--- src/rtl/uart_cmd_parser_pkg.sv ---
// Shared ASCII constants, FSM encodings and hex decode for the UART command parser.
// Pure declarations: no logic, no latency.
package uart_cmd_pkg;

  localparam logic [7:0] ASCII_CR   = 8'h0D;
  localparam logic [7:0] ASCII_LF   = 8'h0A;
  localparam logic [7:0] ASCII_C    = 8'h43;
  localparam logic [7:0] ASCII_C_LC = 8'h63;
  localparam logic [7:0] ASCII_T    = 8'h54;
  localparam logic [7:0] ASCII_T_LC = 8'h74;
  localparam logic [7:0] ASCII_K    = 8'h4B;
  localparam logic [7:0] ASCII_NAK  = 8'h3F;

  typedef enum logic [1:0] {
    P_IDLE   = 2'd0,
    P_HEX_HI = 2'd1,
    P_HEX_LO = 2'd2,
    P_CR     = 2'd3
  } parse_state_t;

  typedef enum logic [1:0] {
    T_IDLE      = 2'd0,
    T_WAIT_BUSY = 2'd1,
    T_WAIT_DONE = 2'd2
  } tx_state_t;

  typedef struct packed {
    logic       vld;
    logic [3:0] nib;
  } hex_t;

  function automatic hex_t hex_decode(input logic [7:0] c);
    hex_t r;
    r.vld = 1'b1;
    r.nib = 4'h0;
    if (c >= 8'h30 && c <= 8'h39)
      r.nib = c[3:0];
    else if ((c >= 8'h41 && c <= 8'h46) || (c >= 8'h61 && c <= 8'h66))
      r.nib = c[3:0] + 4'd9;  // 'A'/'a' low nibble is 1
    else
      r.vld = 1'b0;
    return r;
  endfunction

endpackage

--- src/rtl/uart_cmd_parser_if.sv ---
// UART-side signal bundle: receive strobe/byte in, transmit start/byte out, busy back.
// master = UART core side, slave = command parser side.
interface uart_cmd_parser_if;
  logic       i_Received;
  logic [7:0] i_Data;
  logic       i_TxBusy;
  logic       o_TxStart;
  logic [7:0] o_TxData;

  modport master (output i_Received, output i_Data, output i_TxBusy,
                  input  o_TxStart,  input  o_TxData);
  modport slave  (input  i_Received, input  i_Data, input  i_TxBusy,
                  output o_TxStart,  output o_TxData);
endinterface

--- src/rtl/uart_cmd_parser_tx_byte_fifo.sv ---
// First-word-fall-through byte queue; head visible combinationally, push/pop in one cycle.
// A push while full is refused unless a pop frees the slot in the same cycle.
module tx_byte_fifo #(
  parameter int DEPTH = 4,
  parameter int WIDTH = 8
) (
  input  logic             Clock,
  input  logic             Reset,
  input  logic             push,
  input  logic [WIDTH-1:0] push_dat,
  input  logic             pop,
  output logic [WIDTH-1:0] pop_dat,
  output logic             full,
  output logic             empty
);

  localparam int AW = (DEPTH > 1) ? $clog2(DEPTH) : 1;
  localparam logic [AW:0] PTR_ONE = (AW + 1)'(1);

  logic [WIDTH-1:0] mem [DEPTH];
  logic [AW:0]      wr_ptr;
  logic [AW:0]      rd_ptr;
  logic             do_push;
  logic             do_pop;

  assign do_pop  = pop && !empty;
  assign do_push = push && (!full || do_pop);

  always_ff @(posedge Clock or posedge Reset) begin
    if (Reset) begin
      wr_ptr <= '0;
      rd_ptr <= '0;
    end else begin
      if (do_push) wr_ptr <= wr_ptr + PTR_ONE;
      if (do_pop)  rd_ptr <= rd_ptr + PTR_ONE;
    end
  end

  always_ff @(posedge Clock) begin
    if (do_push) mem[wr_ptr[AW-1:0]] <= push_dat;
  end

  // Extra pointer bit distinguishes full from empty when the indices match.
  assign pop_dat = mem[rd_ptr[AW-1:0]];
  assign empty   = (wr_ptr == rd_ptr);
  assign full    = (wr_ptr[AW] != rd_ptr[AW]) && (wr_ptr[AW-1:0] == rd_ptr[AW-1:0]);

endmodule

--- src/rtl/uart_cmd_parser.sv ---
// ASCII command parser: echoes every byte, answers K/?, drives override or timer colour.
// Echo launches next cycle when idle; responses queue one cycle later; a full queue drops with o_Error.
module uart_cmd_parser
  import uart_cmd_pkg::*;
#(
  parameter int TX_FIFO_DEPTH = 4,
  parameter int CMD_TIMEOUT   = 13300000
) (
  input  logic                Clock,
  input  logic                Reset,
  uart_cmd_parser_if.slave    uart,
  input  logic [7:0]          i_TimerColour,
  output logic [7:0]          o_Colour,
  output logic                o_Override,
  output logic                o_Error
);

  localparam int TO_W = (CMD_TIMEOUT > 1) ? $clog2(CMD_TIMEOUT) : 1;
  localparam logic [TO_W-1:0] TO_LAST = TO_W'(CMD_TIMEOUT - 1);
  localparam logic [TO_W-1:0] TO_ONE  = TO_W'(1);

  parse_state_t    p_state;
  parse_state_t    p_next;
  hex_t            hex;
  logic [3:0]      nib_hi;
  logic [3:0]      nib_lo;
  logic            pend_timer;
  logic [7:0]      colour_reg;
  logic            resp_vld;
  logic [7:0]      resp_dat;
  logic [TO_W-1:0] to_cnt;

  logic            ld_hi;
  logic            ld_lo;
  logic            set_pend;
  logic            clr_pend;
  logic            commit;
  logic            resp_set;
  logic [7:0]      resp_code;
  logic            parse_err;
  logic            timeout_hit;
  logic            is_c;
  logic            is_t;

  tx_state_t       t_state;
  tx_state_t       t_next;
  logic [1:0]      wb_cnt;
  logic            push_vld;
  logic [7:0]      push_dat;
  logic            launch;
  logic [7:0]      launch_dat;
  logic            fifo_push;
  logic            fifo_pop;
  logic [7:0]      fifo_head;
  logic            fifo_full;
  logic            fifo_empty;
  logic            drop;

  assign hex  = hex_decode(uart.i_Data);
  assign is_c = (uart.i_Data == ASCII_C) || (uart.i_Data == ASCII_C_LC);
  assign is_t = (uart.i_Data == ASCII_T) || (uart.i_Data == ASCII_T_LC);

  always_comb begin
    p_next      = p_state;
    ld_hi       = 1'b0;
    ld_lo       = 1'b0;
    set_pend    = 1'b0;
    clr_pend    = 1'b0;
    commit      = 1'b0;
    resp_set    = 1'b0;
    resp_code   = ASCII_NAK;
    parse_err   = 1'b0;
    timeout_hit = 1'b0;
    if (uart.i_Received) begin
      if (uart.i_Data != ASCII_LF) begin
        case (p_state)
          P_IDLE: begin
            if (is_c) begin
              p_next = P_HEX_HI;
            end else if (is_t) begin
              set_pend = 1'b1;
              p_next   = P_CR;
            end else if (uart.i_Data != ASCII_CR) begin
              parse_err = 1'b1;
            end
          end
          P_HEX_HI: begin
            if (hex.vld) begin
              ld_hi  = 1'b1;
              p_next = P_HEX_LO;
            end else begin
              parse_err = 1'b1;
            end
          end
          P_HEX_LO: begin
            if (hex.vld) begin
              ld_lo    = 1'b1;
              clr_pend = 1'b1;
              p_next   = P_CR;
            end else begin
              parse_err = 1'b1;
            end
          end
          P_CR: begin
            if (uart.i_Data == ASCII_CR) begin
              commit    = 1'b1;
              resp_set  = 1'b1;
              resp_code = ASCII_K;
              p_next    = P_IDLE;
            end else begin
              parse_err = 1'b1;
            end
          end
          default: p_next = P_IDLE;
        endcase
        if (parse_err) begin
          resp_set  = 1'b1;
          resp_code = ASCII_NAK;
          p_next    = P_IDLE;
        end
      end
    end else if (p_state != P_IDLE && to_cnt == TO_LAST) begin
      p_next      = P_IDLE;
      timeout_hit = 1'b1;
    end
  end

  always_ff @(posedge Clock or posedge Reset) begin
    if (Reset) begin
      p_state    <= P_IDLE;
      nib_hi     <= 4'h0;
      nib_lo     <= 4'h0;
      pend_timer <= 1'b0;
      colour_reg <= 8'h00;
      o_Override <= 1'b0;
      resp_vld   <= 1'b0;
      resp_dat   <= 8'h00;
      to_cnt     <= '0;
      o_Error    <= 1'b0;
      o_Colour   <= 8'h00;
    end else begin
      p_state <= p_next;
      if (ld_hi) nib_hi <= hex.nib;
      if (ld_lo) nib_lo <= hex.nib;
      if (set_pend)      pend_timer <= 1'b1;
      else if (clr_pend) pend_timer <= 1'b0;
      if (commit) begin
        if (pend_timer) begin
          o_Override <= 1'b0;
        end else begin
          colour_reg <= {nib_hi, nib_lo};
          o_Override <= 1'b1;
        end
      end
      resp_vld <= resp_set;
      resp_dat <= resp_code;
      if (uart.i_Received)      to_cnt <= '0;
      else if (to_cnt != TO_LAST) to_cnt <= to_cnt + TO_ONE;
      o_Error  <= parse_err | timeout_hit | drop;
      o_Colour <= o_Override ? colour_reg : i_TimerColour;
    end
  end

  // Echo and response never coincide: bytes arrive at most once per UART frame.
  assign push_vld   = uart.i_Received | resp_vld;
  assign push_dat   = uart.i_Received ? uart.i_Data : resp_dat;

  // An empty queue is bypassed so an echo can start the very next cycle.
  assign launch     = (t_state == T_IDLE) && !uart.i_TxBusy && (!fifo_empty || push_vld);
  assign launch_dat = fifo_empty ? push_dat : fifo_head;
  assign fifo_pop   = launch && !fifo_empty;
  assign fifo_push  = push_vld && !(launch && fifo_empty);
  assign drop       = fifo_push && fifo_full && !fifo_pop;

  tx_byte_fifo #(
    .DEPTH (TX_FIFO_DEPTH),
    .WIDTH (8)
  ) u_fifo (
    .Clock    (Clock),
    .Reset    (Reset),
    .push     (fifo_push),
    .push_dat (push_dat),
    .pop      (fifo_pop),
    .pop_dat  (fifo_head),
    .full     (fifo_full),
    .empty    (fifo_empty)
  );

  always_comb begin
    t_next = t_state;
    case (t_state)
      T_IDLE:      if (launch) t_next = T_WAIT_BUSY;
      T_WAIT_BUSY: begin
        if (uart.i_TxBusy)        t_next = T_WAIT_DONE;
        else if (wb_cnt == 2'd3)  t_next = T_IDLE;
      end
      T_WAIT_DONE: if (!uart.i_TxBusy) t_next = T_IDLE;
      default:     t_next = T_IDLE;
    endcase
  end

  always_ff @(posedge Clock or posedge Reset) begin
    if (Reset) begin
      t_state        <= T_IDLE;
      wb_cnt         <= 2'd0;
      uart.o_TxStart <= 1'b0;
      uart.o_TxData  <= 8'h00;
    end else begin
      t_state        <= t_next;
      wb_cnt         <= (t_state == T_WAIT_BUSY) ? wb_cnt + 2'd1 : 2'd0;
      uart.o_TxStart <= launch;
      if (launch) uart.o_TxData <= launch_dat;
    end
  end

endmodule

--- src/flat_wrapper.sv ---
// flat-port wrapper written by rule: the top's interface ports become plain ports
module uart_cmd_parser_flat import uart_cmd_pkg::*;
#(
  parameter int TX_FIFO_DEPTH = 4,
  parameter int CMD_TIMEOUT   = 13300000
)
  (Clock, Reset, i_TimerColour, o_Colour, o_Override, o_Error, uart_i_Received, uart_i_Data, uart_i_TxBusy, uart_o_TxStart, uart_o_TxData);
  uart_cmd_parser_if uart_i ();
  input  logic Clock;
  input  logic Reset;
  input  logic [7:0] i_TimerColour;
  output logic [7:0] o_Colour;
  output logic o_Override;
  output logic o_Error;
  input wire logic [$bits(uart_i.i_Received)-1:0] uart_i_Received;
  input wire logic [$bits(uart_i.i_Data)-1:0] uart_i_Data;
  input wire logic [$bits(uart_i.i_TxBusy)-1:0] uart_i_TxBusy;
  output wire logic [$bits(uart_i.o_TxStart)-1:0] uart_o_TxStart;
  output wire logic [$bits(uart_i.o_TxData)-1:0] uart_o_TxData;
  assign uart_i.i_Received = uart_i_Received;
  assign uart_i.i_Data = uart_i_Data;
  assign uart_i.i_TxBusy = uart_i_TxBusy;
  assign uart_o_TxStart = uart_i.o_TxStart;
  assign uart_o_TxData = uart_i.o_TxData;
  uart_cmd_parser #(.TX_FIFO_DEPTH(TX_FIFO_DEPTH), .CMD_TIMEOUT(CMD_TIMEOUT)) u_core (.Clock(Clock), .Reset(Reset), .uart(uart_i), .i_TimerColour(i_TimerColour), .o_Colour(o_Colour), .o_Override(o_Override), .o_Error(o_Error));
endmodule
--- config.mk ---
export PLATFORM = sky130hd
export DESIGN_NAME = uart_cmd_parser_flat
export DESIGN_NICKNAME = d
export VERILOG_FILES = /design/src/rtl/uart_cmd_parser_pkg.sv /design/src/rtl/uart_cmd_parser_if.sv /design/src/rtl/uart_cmd_parser_tx_byte_fifo.sv /design/src/rtl/uart_cmd_parser.sv /design/src/flat_wrapper.sv
export SDC_FILE = /design/constraint.sdc
export NUM_CORES = 1
export LEC_CHECK = 0
export CORE_UTILIZATION = 62
export CTS_CLUSTER_SIZE = 12
export DETAILED_ROUTE_END_ITERATION = 7
export PLACE_DENSITY = 0.91
export SLEW_MARGIN = 5
export SYNTH_ARGS = -nofsm -noshare
export SYNTH_HDL_FRONTEND = slang
export SYNTH_SLANG_ARGS = --single-unit
export TNS_END_PERCENT = 5
--- constraint.sdc ---
create_clock -name Clock -period 6 [get_ports Clock]
set_clock_uncertainty 0.2 [all_clocks]
set_input_delay 1.2 -clock Clock [delete_from_list [all_inputs] [get_ports Clock]]
set_output_delay 1.2 -clock Clock [all_outputs]
set_load 0.1 [all_outputs]
; ---- Word level (Yosys, flattened, before mapping)
; Memories as Yosys holds them, arrays and structs flattened.
; Index checks and enable logic that the tools add are counted.
[op_classes]
addsub = 5
order_cmp = 6
eq_ne = 26
muxes = 66
bitwise = 4
n_reduce_logical = 34
[op_table]
columns = cell, count
row1 = $mux 8, 7
row2 = $mux 24, 2
row3 = $mux 1, 37
row4 = $eq 8x7->1 const B, 4
row5 = $mux 2, 14
row6 = $add 24x1->24 const B, 1
row7 = $eq 24x24->1 const B, 1
row8 = $ne 24x24->1 const B, 1
row9 = $ge 8x7->1 const B, 2
row10 = $le 8x7->1 const B, 2
row11 = $ne 8x4->1 const B, 2
row12 = $logic_and 1x1->1, 14
row13 = $ne 4x2->1 const B, 3
row14 = $eq 2x2->1 const B, 4
row15 = $eq 8x4->1 const B, 1
row16 = $ge 8x6->1 const B, 1
row17 = $le 8x6->1 const B, 1
row18 = $mux 4, 2
row19 = $pmux 2 s4, 1
row20 = $reduce_bool 2->1, 4
row21 = $mux 7, 1
row22 = $add 3x1->3 const B, 2
row23 = $pmux 2 s3, 1
row24 = $reduce_and 6->1, 1
row25 = 19 further kinds, 32
[word_totals]
ff_bits = 81
ramBits = 32
inputBits = 20
out_inout_bits = 19
memories = 1
[mem_list]
columns = memory, words, width, rd, rd_clocked_by_memory_dff, write_ports, line_no
row1 = u_core.u_fifo.mem, 4, 8, 1, 0, 1, uart_cmd_parser_tx_byte_fifo.sv:20  ; logic [WIDTH-1:0] mem [DEPTH];

; ---- Longest topological paths before layout
[depth]
word_depth = 13
ltp_mapped = 8
mapped_depth_nobuf = 8

; ---- By module
; A second synthesis with hierarchy kept.
[unflattened]
cells_unflattened = 429
area_unflattened_um2 = 5124.9
[modules_own_cells]
columns = module, n_inst, cells_each, area_per_inst_um2, seq_area_each_um2
row1 = uart_cmd_parser, 1, 351, 3473.3, 1751.7
row2 = tx_byte_fifo, 1, 78, 1651.6, 1111.1

; ---- Worst setup path after synthesis
; Ideal clock, no wire load.
[synth_timing]
kind = in2reg
start = input uart_i_Data[0]
end = register u_core.p_state[1]
setup_time_ps = 123
arrival_time_ps = 2605
slack_ps = 3072
cell_stages = 8
n_path_buf = 0
cell_sequence = inv_1 -> ha_1 -> inv_1 -> o311a_1 -> or3_1 -> nand3_1 -> o21ai_0 -> o2bb2ai_1
[synth_between]
elab_chain_len = 12
elab_cells_between_ends = 40
classes_between = order compare (6) / eq/ne (12) / mux (15) / reduce/logical (7)
[synth_lines]
columns = item, line_no
row1 = from (decl), flat_wrapper.sv:16  ; input wire logic [$bits(uart_i.i_Data)-1:0] uart_i_Data;
row2 = branches (longest 12 deep; another with $ge 8x7->1), n/a
row3 = to (signal assigned), uart_cmd_parser.sv:142  ; p_state <= p_next;
row4 = to (decl), uart_cmd_parser.sv:22  ; parse_state_t p_state;
; Parallel ways; which one is timed is not known. The select of a mux whose other input is x is not followed.
; A chain may end at the register's enable or synchronous reset.

; ---- Final worst setup path
[layout_timing]
start = register u_core.o_Override
end = output o_Override
[layout_lines]
columns = item, line_no
row1 = from (decl), uart_cmd_parser.sv:14  ; output logic o_Override,
row2 = from (signal assigned), uart_cmd_parser.sv:135  ; o_Override <= 1'b0;
row3 = from (signal assigned), uart_cmd_parser.sv:149  ; o_Override <= 1'b0;
row4 = from (signal assigned), uart_cmd_parser.sv:152  ; o_Override <= 1'b1;
row5 = to (decl), flat_wrapper.sv:13  ; output logic o_Override;
; No word-level cell between the ends.

==> run summary <==
outcome - complete, no violations
CP max stage cell - clkdlybuf4s50_1
ys flop type - dfrtp_1
PortBufs - 38
GR Util met3 - 0.0570
simple-gate share of the synthesized area - 0.155
Post-synth EDFFs - 32
GR met2 Demand/Resource - 0.462
commonest cells after routing, fill and taps aside - dfrtp_1, nor2_1, clkdlybuf4s50_1
RSZ-0062 raised after global routing - false
DRC viols - 0
Hold Buf Count CTS - 0
GRT busiest layer - met2
critical path peak fanout - 10
CP Class - reg -> out
Die W - 91.2 µm
Synth Cell Area - 4940 µm²
Root Buffer - clkbuf_8
mux cell area share after synthesis - 0.0837
die span in y - 91.2 µm
first-pass GRT wire length - 16.5 mm
Synth area leader - dfrtp_1
peak supply drop - 210 µV
xor and xnor area share after synthesis - 0.0550
CP Launch Type - register
minimum clock period after layout - 3.64 ns
Crit path buffers/inverters - 1
clk slew on worst S/H paths - 0.11 ns
Die ar. - 8320 µm²
crit-path cells - clkdlybuf4s50_1
Final period util - 0.607
Yosys reg bits - 108
slew margin rel. - 0.313
vias in the first global route - 3418
adder-cell share of the synthesized area - 0.0406
Syn Inst Count - 408
Synth area leaders - dfrtp_1, edfxtp_1, mux2_2
total core area - 7730 µm²
Routed WL - 10.0 mm
Critical Path AT - 2.24 ns
share of cells above drive strength 1 - 0.112
total CTS buffers - 9
DR iter-0 viols - 192
pwr/cell area - 403 nW/µm²
area delta synth->final - 14.2%
Vias - 3330
syn avg cell area - 12.1 µm²
post-synth top area share - 0.385
total I/O pin count - 39
post-cts repair resize count - 0
CTS tree - yes
Vias/cell - 5.99
Worst Max-Slew Pin Slew - 1.03 ns
HPWL Detailed - 7.02 mm
# setup viols final - 0
clock buffer depth - 2
design area - 5640 µm²
Compound-Gate Fraction of Synth Area - 0.0644
Hold Path Class - reg -> reg
nets - 485
antenna-violating nets left - 0
CTS H-tree lvls - 3
routability-driven placement congestion ratio - 0.881
largest net degree at the start of global routing - 51
Max Slew Vio Count - 0
Overflow after GRT - 0
critical path's top delay family - buffers and inverters
total clock sinks - 108
largest stage delay on the critical path - 1.22 ns
final hold viol count - 0
Skew-Pair Late Insertion Delay - 0.37 ns
drt first pass iters - 4
largest family of logic cells by synthesized area - simple AND/OR/NAND/NOR gates
required time of the critical path - 4.60 ns
Unique masters post-synth - 50
Syn Nets - 444
Starting Density - 0.639
n_diodes - 0
Max Freq - 275 MHz
Max-cap violations - 0
P_leak - 2.32 nW
sequential fraction of the synthesis area - 0.580
Tot GR Track Use - 0.260
initial antenna violation count - 0
Core Util, Final - 0.729
max reg flops - 32
ys async rst share - 0.704
crit end category - output pin
Setup TNS - 0 ns
routed len/inst - 18.0 µm
setup bufs post-CTS - 0
leading cell type in the layout, fill and taps excluded - dfrtp_1
placed cell area - 5410 µm²
met1 global-route usage - 0.316
yosys warns - 0
site row count - 32
==> cell families (layout without fill, tap and decap cells) <==
group,Yosys count,in the layout
flops,108,108
xor+xnor,31,31
fa+ha+maj,16,16
buf+inv,25,71
simple gates,145,145
other cells,1,1
compound gates,53,53
mux,29,29
==> layout make-up <==
type	count	area (µm²)
Tap cell	102	128
Inverter	15	56.3
Sequential cell	108	2860
Multi-Input combinational cell	275	1970
Clock inverter	7	98.8
Clock buffer	9	124
Timing Repair Buffer	40	395
Fill cell	489	2090
==> routing by layer <==
metal,up-vias,share of wire
met4,0,0.016
met2,91,0.54
met5,-,0
li1,1532,-
met3,16,0.043
met1,1691,0.40
==> synth_stat cells (2+ instances only) <==
master and count:
dfrtp_1 76, nor2_1 47, edfxtp_1 32, nand2_1 24, mux2_2 18, xnor2_1 18
o21ai_0 17, a21oi_1 16, ha_1 16, inv_1 15, nand3_1 13, xor2_1 13
nand4_1 10, and2_1 9, and3_1 8, mux4_2 8, o22ai_1 8, clkbuf_1 6
and4_1 4, nor3_1 4, mux2i_1 3, nand2b_1 3, nor2b_1 3, or2_2 3
or3_1 3, or4b_1 3, a41oi_1 2, buf_4 2, nor4b_1 2, o2bb2ai_1 2
==> report_power, final <==
group	internal [mW]	leakage, nW	total [mW]	switching (mW)
combinational	0.262	0.932	0.776	0.514
clock	0.237	0.111	0.482	0.244
sequential	0.914	1.28	1.01	0.0990
total	1.41	2.32	2.27	0.857
==> stage by stage <==
stage	total power, mW	hold slack [ns]	cells	setup WS [ns]
after floorplan	1.60	0.210	408	2.66
after global placement	1.76	0.223	540	2.11
after detailed placement	1.80	0.227	540	1.99
after CTS	2.28	0.242	556	2.33
after global routing	2.37	0.274	556	2.17
final	2.27	0.240	556	2.36
==> final timing paths <==
path                                           end                    start  cells after the start  slack [ns]
setup reg to reg           u_core.uart.o_TxData[7]  u_core.u_fifo.rd_ptr[0]                      6        3.37
max in group asynchronous        u_core.to_cnt[14]                    Reset                      3        3.44
setup / recovery                        o_Override        u_core.o_Override                      1        2.36
hold reg to reg                   u_core.wb_cnt[0]         u_core.wb_cnt[0]                      1        0.24
min in group asynchronous         u_core.wb_cnt[0]                    Reset                      2        1.20
hold / removal                    u_core.wb_cnt[0]         u_core.wb_cnt[0]                      1        0.24
(Power assumes the default switching activity.)
